`src/rtl/pipeline_pkg.sv`:
```
// Shared types and constants for the pipeline sequencing logic.
package pipeline_pkg;

  typedef enum logic [1:0] {
    RUN      = 2'd0,
    MEM_WAIT = 2'd1,
    EX_BUSY  = 2'd2
  } ctrl_state_t;

  localparam int DEF_REG_ADDR_W = 4;

  // Architectural zero register: writes to it never create a hazard.
  localparam int ZERO_REG = 0;

endpackage

```
`src/rtl/load_use_detect.sv`:
```
// Load-use hazard comparator: flags a load in Execute whose destination
// is a source of the instruction currently in Decode.
module load_use_detect
  import pipeline_pkg::*;
#(
  parameter int REG_ADDR_W = DEF_REG_ADDR_W
) (
  input  logic [REG_ADDR_W-1:0] i_rs1_d,
  input  logic [REG_ADDR_W-1:0] i_rs2_d,
  input  logic [REG_ADDR_W-1:0] i_rd_e,
  input  logic                  i_mem_read_e,
  input  logic                  i_reg_write_e,
  output logic                  o_hazard
);

  logic w_rd_nonzero;
  logic w_src_match;

  assign w_rd_nonzero = (i_rd_e != REG_ADDR_W'(ZERO_REG));
  assign w_src_match  = (i_rd_e == i_rs1_d) | (i_rd_e == i_rs2_d);
  assign o_hazard     = i_mem_read_e & i_reg_write_e & w_rd_nonzero & w_src_match;

endmodule

```
`src/rtl/pipeline_stall_ctrl.sv`:
```
// Stall/flush sequencer for the 5-stage F/D/E/M/W pipeline.
// Optional build macro: PIPELINE_STALL_PERF_EN (stall/flush perf counters).
module pipeline_stall_ctrl
  import pipeline_pkg::*;
#(
  parameter int REG_ADDR_W  = DEF_REG_ADDR_W,
  parameter int MEM_TIMEOUT = 255,
  parameter int EX_MAX_CYC  = 32
) (
  input  logic                  clk,
  input  logic                  rst,
  input  logic [REG_ADDR_W-1:0] Rs1D,
  input  logic [REG_ADDR_W-1:0] Rs2D,
  input  logic [REG_ADDR_W-1:0] RdE,
  input  logic                  MemReadE,
  input  logic                  RegWriteE,
  input  logic                  PCSrcE,
  input  logic                  MultiStartE,
  input  logic                  MultiDoneE,
  input  logic                  MemReqM,
  input  logic                  MemReadyM,
  output logic                  StallF,
  output logic                  StallD,
  output logic                  StallE,
  output logic                  StallM,
  output logic                  FlushD,
  output logic                  FlushE,
  output logic                  FlushM,
  output logic                  FlushW,
  output logic                  MemTimeout,
  output logic [31:0]           PerfStallCnt,
  output logic [31:0]           PerfFlushCnt
);

  localparam int BUSY_W = $clog2(EX_MAX_CYC + 1);

  ctrl_state_t       r_state;
  ctrl_state_t       w_state_nxt;
  logic [15:0]       r_wait_cnt;
  logic [15:0]       w_wait_cnt_inc;
  logic              r_timeout;
  logic [BUSY_W-1:0] r_busy_cnt;

  logic w_load_use;
  logic w_mem_stall;
  logic w_busy;
  logic w_run_eval;
  logic w_start_ok;
  logic w_cnt_inc;
  logic w_timeout_hit;
  logic w_stall_f, w_stall_d, w_stall_e, w_stall_m;
  logic w_flush_d, w_flush_e, w_flush_m, w_flush_w;

  load_use_detect #(
    .REG_ADDR_W(REG_ADDR_W)
  ) u_load_use (
    .i_rs1_d      (Rs1D),
    .i_rs2_d      (Rs2D),
    .i_rd_e       (RdE),
    .i_mem_read_e (MemReadE),
    .i_reg_write_e(RegWriteE),
    .o_hazard     (w_load_use)
  );

  // Once in MEM_WAIT only MemReadyM ends the wait; elsewhere a wait needs a request.
  assign w_mem_stall = (r_state == MEM_WAIT) ? ~MemReadyM : (MemReqM & ~MemReadyM);
  // The overlay wait inside EX_BUSY is not a MEM_WAIT cycle and does not count.
  assign w_cnt_inc      = w_mem_stall & (r_state != EX_BUSY);
  assign w_wait_cnt_inc = (r_wait_cnt == '1) ? r_wait_cnt : r_wait_cnt + 16'd1;
  assign w_timeout_hit  = w_cnt_inc & (w_wait_cnt_inc >= 16'(MEM_TIMEOUT));
  assign w_start_ok     = (r_state != EX_BUSY);

  // State register.
  always_ff @(posedge clk or posedge rst) begin
    if (rst) r_state <= RUN;
    else     r_state <= w_state_nxt;
  end

  // Next state and prioritised stall/flush mux (mem wait > busy > branch > load-use).
  // Exit cycles from MEM_WAIT/EX_BUSY are unstalled, so they are evaluated like RUN
  // to release any branch or load-use that was held behind the stall.
  always_comb begin
    w_state_nxt = r_state;
    w_busy      = 1'b0;
    w_run_eval  = 1'b0;
    w_stall_f   = 1'b0;
    w_stall_d   = 1'b0;
    w_stall_e   = 1'b0;
    w_stall_m   = 1'b0;
    w_flush_d   = 1'b0;
    w_flush_e   = 1'b0;
    w_flush_m   = 1'b0;
    w_flush_w   = 1'b0;

    case (r_state)
      RUN: w_run_eval = 1'b1;
      MEM_WAIT: begin
        if (MemReadyM) begin
          w_state_nxt = RUN;
          w_run_eval  = 1'b1;
        end
      end
      EX_BUSY: begin
        if (MultiDoneE) begin
          w_state_nxt = RUN;
          w_run_eval  = 1'b1;
        end else begin
          w_busy = 1'b1;
        end
      end
      default: w_state_nxt = RUN;
    endcase

    if (w_run_eval && w_start_ok) begin
      if (w_mem_stall) begin
        w_state_nxt = MEM_WAIT;
      end else if (MultiStartE && !MultiDoneE) begin
        w_state_nxt = EX_BUSY;
        w_busy      = 1'b1;
      end
    end

    if (w_mem_stall) begin
      w_stall_f = 1'b1;
      w_stall_d = 1'b1;
      w_stall_e = 1'b1;
      w_stall_m = 1'b1;
      w_flush_w = 1'b1;
    end else if (w_busy) begin
      w_stall_f = 1'b1;
      w_stall_d = 1'b1;
      w_stall_e = 1'b1;
      w_flush_m = 1'b1;
    end else if (w_run_eval) begin
      if (PCSrcE) begin
        w_flush_d = 1'b1;
        w_flush_e = 1'b1;
      end else if (w_load_use) begin
        w_stall_f = 1'b1;
        w_stall_d = 1'b1;
        w_flush_e = 1'b1;
      end
    end
  end

  // Wait-cycle counter (saturating) and sticky timeout flag.
  always_ff @(posedge clk or posedge rst) begin
    if (rst) begin
      r_wait_cnt <= '0;
      r_timeout  <= 1'b0;
    end else begin
      r_wait_cnt <= w_cnt_inc ? w_wait_cnt_inc : '0;
      if (w_timeout_hit) r_timeout <= 1'b1;
    end
  end

  // Length of the current multi-cycle op, saturating at EX_MAX_CYC.
  always_ff @(posedge clk or posedge rst) begin
    if (rst) begin
      r_busy_cnt <= '0;
    end else if (r_state == EX_BUSY) begin
      if (r_busy_cnt != BUSY_W'(EX_MAX_CYC)) r_busy_cnt <= r_busy_cnt + 1'b1;
    end else begin
      r_busy_cnt <= '0;
    end
  end

  a_ex_len : assert property (@(posedge clk) disable iff (rst)
    !((r_state == EX_BUSY) && (r_busy_cnt == BUSY_W'(EX_MAX_CYC))));

  // Reset drops every output immediately, independent of the clock.
  assign StallF     = ~rst & w_stall_f;
  assign StallD     = ~rst & w_stall_d;
  assign StallE     = ~rst & w_stall_e;
  assign StallM     = ~rst & w_stall_m;
  assign FlushD     = ~rst & w_flush_d;
  assign FlushE     = ~rst & w_flush_e;
  assign FlushM     = ~rst & w_flush_m;
  assign FlushW     = ~rst & w_flush_w;
  assign MemTimeout = ~rst & (r_timeout | w_timeout_hit);

`ifdef PIPELINE_STALL_PERF_EN
  logic [31:0] r_perf_stall;
  logic [31:0] r_perf_flush;

  // Free-running (wrapping) stall-cycle and flush-event counters.
  always_ff @(posedge clk or posedge rst) begin
    if (rst) begin
      r_perf_stall <= '0;
      r_perf_flush <= '0;
    end else begin
      if (StallF)           r_perf_stall <= r_perf_stall + 32'd1;
      if (FlushD || FlushE) r_perf_flush <= r_perf_flush + 32'd1;
    end
  end

  assign PerfStallCnt = r_perf_stall;
  assign PerfFlushCnt = r_perf_flush;
`else
  assign PerfStallCnt = '0;
  assign PerfFlushCnt = '0;
`endif

endmodule

```
`config.mk`:
```
export PLATFORM = sky130hd
export DESIGN_NAME = pipeline_stall_ctrl
export DESIGN_NICKNAME = d
export VERILOG_FILES = /design/src/rtl/pipeline_pkg.sv /design/src/rtl/load_use_detect.sv /design/src/rtl/pipeline_stall_ctrl.sv
export SDC_FILE = /design/constraint.sdc
export NUM_CORES = 1
export LEC_CHECK = 0
export ABC_CLOCK_PERIOD_IN_PS = 2550
export CAP_MARGIN = 0
export CORE_UTILIZATION = 42
export DETAILED_ROUTE_END_ITERATION = 8
export PLACE_DENSITY_LB_ADDON = 0.25
export SLEW_MARGIN = 20
export SYNTH_ARGS = -nofsm -noshare
export SYNTH_HDL_FRONTEND = slang
export SYNTH_SLANG_ARGS = --single-unit
```
`constraint.sdc`:
```
create_clock -name clk -period 2.55 [get_ports clk]
set_input_delay 0.51 -clock clk [delete_from_list [all_inputs] [get_ports clk]]
set_output_delay 0.51 -clock clk [all_outputs]
set_load 0.005 [all_outputs]
```
======== Word-level counts from Yosys, hierarchy flattened ========
Index checks and enable logic that the tools add are counted.
storage, ports and cells
  flip-flop bits (word level) ............. 19
  input bits .............................. 21
  output and inout bits ................... 73
  logic and storage cells ................. 67
operators by class
  add/subtract/negate cells ............... 1
  magnitude comparators ................... 1
  equality and inequality tests ........... 6
  multiplexer cells ....................... 34
  bitwise operators ....................... 17
  reduce and logical (&&, ||, !) cells .... 5
operators with widths
  operator                                                                              count
  16-bit two-way mux                                                                    2
  1-bit two-way mux                                                                     25
  16-bit by 1-bit adder with 16-bit output, second input constant                       1
  16-bit == test, second input constant                                                 1
  16-bit by 8-bit greater-or-equal comparator with 1-bit output, second input constant  1
  1-bit AND                                                                             13
  2-bit two-way mux                                                                     5
  4-bit == test                                                                         2
  2-bit one-hot mux with 3 select lines                                                 1
  4-bit nonzero test                                                                    1
  1-bit one-hot mux with 3 select lines                                                 1
  2-bit by 1-bit == test with 1-bit output, second input constant                       1
  2-bit == test, second input constant                                                  1
  1-bit logical AND                                                                     2
  2-bit zero test                                                                       1
  2-bit inequality test, second input constant                                          1
  1-bit NOT                                                                             2
  1-bit OR                                                                              2
  1-bit zero test                                                                       1

======== Depth between registers and ports, before layout ========
  depth after elaboration ................. 9
  mapped depth ............................ 8
  depth with buffers taken out ............ 7

======== Modules after synthesis ========
A second synthesis with hierarchy kept.
second synthesis, totals
  cell total of the unflattened synthesis .. 245
  area total of the unflattened synthesis .. 2026.9 sq um
modules (own cells, without submodules)
  module               times used  cells an instance  area an instance (sq um)  seq. area each (sq um)
  pipeline_stall_ctrl  1           232                1926.8                    475.5
  load_use_detect      1           13                 100.1                     0.0

======== Least setup slack after synthesis ========
Ideal clock, no wire load.
  path type ............................... register to output
  start ................................... reg r_wait_cnt[0]
  end ..................................... out MemTimeout
  data arrival time ....................... 1.886 ns
  data required time ...................... 2.040 ns
  path slack .............................. 0.154 ns
  cell stages (with the launch flop) ...... 8
  buffers on the path ..................... 0
  cell sequence ........................... dfrtp_1 ha_1 inv_1 nor4_1 nand3_1 o31ai_1 and4_4 a211oi_2
between the ends
  longest elaborated chain between the ends .. 6
  elaborated cells between the ends (all ways) .. 7
  those cells by class .................... add/sub (1); order compare (1); eq/ne (1); mux (1); bitwise (3)
ends and longest elaborated chain
  item                                                                               RTL line                    source
  start: declaration                                                                 pipeline_stall_ctrl.sv:39   logic [15:0] r_wait_cnt;
  start signal: assignment                                                           pipeline_stall_ctrl.sv:152  r_wait_cnt <= w_cnt_inc ? w_wait_cnt_inc : '0;
  16-bit by 1-bit adder with 16-bit output / 16-bit == test (equally long branches)  pipeline_stall_ctrl.sv:69   assign w_wait_cnt_inc = (r_wait_cnt == '1) ? r_wait_cnt : r_wait_cnt + 16'd1;
  16-bit two-way mux *                                                               pipeline_stall_ctrl.sv:69
  16-bit by 8-bit greater-or-equal comparator with 1-bit output *                    pipeline_stall_ctrl.sv:70   assign w_timeout_hit = w_cnt_inc & (w_wait_cnt_inc >= 16'(MEM_TIMEOUT));
  1-bit AND *                                                                        pipeline_stall_ctrl.sv:70
  1-bit OR *                                                                         pipeline_stall_ctrl.sv:180  assign MemTimeout = ~rst & (r_timeout | w_timeout_hit);
  1-bit AND *                                                                        pipeline_stall_ctrl.sv:180
  end: declaration                                                                   pipeline_stall_ctrl.sv:30   output logic MemTimeout,
Mark *: on every way between the ends. The rest lies on a longest branch, timed or not.

======== Final worst setup path ========
  start ................................... reg r_wait_cnt[4]
  end ..................................... out MemTimeout
Same word-level chain as after synthesis.

==> results.md <==
* NetSw at ~0.21 mW
* Crit path kind: flip-flop to primary output
* Worst Path Required at between 2000 and 2500 ps
* Synth unique cells at between 50 and 60
* Nets at approximately 370
* Hold WS at just under 600 ps
* Asr flop ratio synth at between 90% and 100%
* HP Class: flip-flop to flip-flop
* Gr ovfl total at 0
* Period minus WS final at 2775 ps
* Slew Viols, Final at 0
* CTS tree: done
* TritonRoute pass-1 iters at 6
* Post-synth EDFFs at 0
* Clock-pin slew on the worst setup and hold paths at 80 ps
* Power share of the clock group at 31.5%
* FP Rows at 24
* Cell internal pwr at roughly 0.5 mW
* Post-DR vias/cell at around 4.9
* R2r worst-path depth at 18
* CP max FO at 6
* Placer Congestion at between 0.8 and 0.9
* Initial core utilization at between 40% and 50%
* Top_reg_cell synth: dfrtp_1
* Wire per inst at about 14 um
* DIE HEIGHT at 70.63 um
* Syn Area/Cell at slightly above 8 um2
* Setup crit end: MemTimeout
* Count of mapped cells out of synthesis at about 240
* Buffers on Ports at 29
* Die area at between 4000 and 5000 um2
* Initial drt markers at about 120
* Status: complete, but fails checks
* Max Fclk at 360.4 MHz
* Antenna cells at 0
* Clk sinks at 19
* Share of power burned in registers at ~44%
* Total power at about 0.71 mW
* Vias in the first global route at approximately 1,900
* Vias at between 1,500 and 2,000
* Core Footprint at approximately 4400 um2
* Peak VDD IR at roughly 250 uV
* Critical Path Sink Type: primary output
* Fin util at between 60% and 70%
* ANT nets after route at 0
* Seq/Total Area, Yosys at between 20% and 30%
* Reg-to-reg startpoint: r_wait_cnt[6]
* Setup Skew at about 6 ps
* Largest net degree at the start of global routing at 20
* Maximum buffer depth of the clock tree at 2
* FF+latch count, synth at 19
* Final hold vios at 0
* DRC viols at 13
* WL final at between 5 and 6 mm
* Synth Warn # at 0
* Reg2Reg Setup Slack at -60 ps
* Synthesized area at 1978 um2
* Global-route wire length before repair at 8.452 mm
* Final period util at 108.8%
* Final Setup Violations at 2
* Pwr dens at ~250 nW/um2
* Gr usage total at between 20% and 30%
* IO Pins at 94
* Detailed Place HPWL at between 3 and 4 mm
* Max-cap violations at 0
* Type of origin of the critical path: flip-flop
* Clk_lat worst skew at approximately 270 ps
* Comb pwr share at about a quarter
* Hold buffers post-CTS at 0
* Sw Share at 30.01%
* Area Overhead vs Synth at 43.77%
* LEAKAGE at between 1 and 1.5 nW
* Arrival @ worst endpoint at roughly 2300 ps
* Cts bufs inserted at 3
* Die W at around 71 um
* Reg-to-reg endpoint: r_wait_cnt[15]
* Worst Setup SP: r_wait_cnt[4]
* Ratio of cells with drive above 1 in the final layout at 37.61%
* Failing checks: DRC, setup timing
* H-tree Lvls at 1
* Placed instance count at between 300 and 400
* Unrepaired setup endpoints after global routing: true
* Final WS setup at -224.6 ps
* Root Buffer: clkbuf_8
* Non-filler cells, final at roughly 400
* Initial antenna violation count at 0
* Post-Place Worst Slack at -740.8 ps
## worst max-delay path, cell delays in order, from the launching register on
cell,delay (ps)
dfrtp_2,430
nand4_4,120
buf_4,180
o41ai_2,380
nand3_2,150
a211oi_1,250
and4_4,280
a211oi_2,70
buf_2,140
## worst min-delay path by stage
stage	slack, ps	cells past startpoint	endpoint	from
after floorplan	460	1	r_state[0]	rst
after global placement	530	1	r_state[0]	r_state[1]
after detailed placement	530	1	r_state[0]	r_state[1]
after CTS	580	1	r_state[0]	r_state[1]
after global routing	610	2	r_timeout	r_timeout
final	590	1	r_state[0]	r_state[1]
## stage by stage
| stage | area [um2] | setup TNS, ps |
|---|---|---|
| 2_1_floorplan | 2215 | 0 |
| 4_1_cts | 2731 | -469.7 |
| 5_1_grt | 2844 | -516.2 |
| 3_5_place_dp | 2476 | -2446 |
| 3_3_place_gp | 2476 | -2200 |
| 6_report | 2844 | -286.4 |
## power by group through the flow
stage,sequential [mW],combinational [mW],clock [mW]
floorplan,0.319,0.149,0
global placement,0.318,0.162,0
detailed placement,0.318,0.165,0
CTS,0.313,0.165,0.231
global route,0.314,0.190,0.241
finish,0.313,0.171,0.223
## logic make-up after synthesis
kind of cell             count (synthesis)  share of synthesized area, %
other                                    1                        0.1896
flip-flops                              19                         24.04
AND/OR/NAND/NOR                         88                         26.06
adder cells (fa/ha/maj)                  2                         1.138
AO/OA/AOI/OAI                           39                         13.73
buffers and inverters                   78                         27.70
multiplexers                             1                        0.5060
XOR/XNOR                                15                         6.641
## cell usage after synthesis, types with 3 or more instances
cell | count | area share [%]
nor2_1 | 16 | 3.0
dfrtp_1 | 19 | 24
xor2_1 | 11 | 4.9
a21oi_1 | 13 | 3.3
o21ai_0 | 4 | 1.0
nor3_1 | 6 | 1.5
nand2_1 | 13 | 2.5
or3_1 | 3 | 0.95
xnor2_1 | 4 | 1.8
inv_1 | 5 | 0.95
and3_1 | 3 | 0.95
nor4_1 | 4 | 1.3
buf_2 | 6 | 1.5
nand4_1 | 8 | 2.5
nand3_1 | 6 | 1.5
buf_4 | 66 | 25
and2_1 | 3 | 0.95
nor2b_1 | 6 | 1.9
nand2b_1 | 4 | 1.3
## metal layers
layer / up-vias / share of wire, % / track usage [%]
met5: - / 0 / 0
met2: 73 / 53 / 37.54
met4: 0 / 0.79 / 9.556
met3: 4 / 4.3 / 2.991
li1: 946 / - / -
met1: 955 / 41 / 26.39
## state kept, by name, indices dropped and copies added, names as in the netlist
register / cells
r_state: 2
r_wait_cnt: 16
r_timeout: 1
## cell usage in the layout, fill, tap and decap left out, drive strengths merged, types with 2 or more instances in the layout
cell,n
or3,3
clkbuf,10
xnor2,4
inv,5
o22ai,2
and4,3
conb,64
buf,90
nand3b,2
o2111ai,2
nor4,5
nor2b,6
nand2,13
o21ai,4
o31ai,2
a211oi,2
a21boi,2
dlygate4sd2,7
or4,2
clkdlybuf4s50,7
nand4,9
nor3b,2
a21oi,13
nor2,16
nor3,6
and3,3
xor2,11
dfrtp,19
o211ai,2
and2,3
nand2b,4
clkdlybuf4s15,3
nand3,7
## cell type report
type	instances	area, um2
clock buffers	4	45.04
fillers	367	1600
inverters	5	18.77
multi-input cells	209	1311
flip-flops and latches	19	479.2
well taps	52	65.06
repair buffers	114	924.6
## repair_timing
item,CTS,global route
resized for setup,59,41
buffers inserted,21,8
gates cloned,0,0
setup endpoints to repair,7,8
pin swaps,13,23
(Power assumes the default switching activity.)
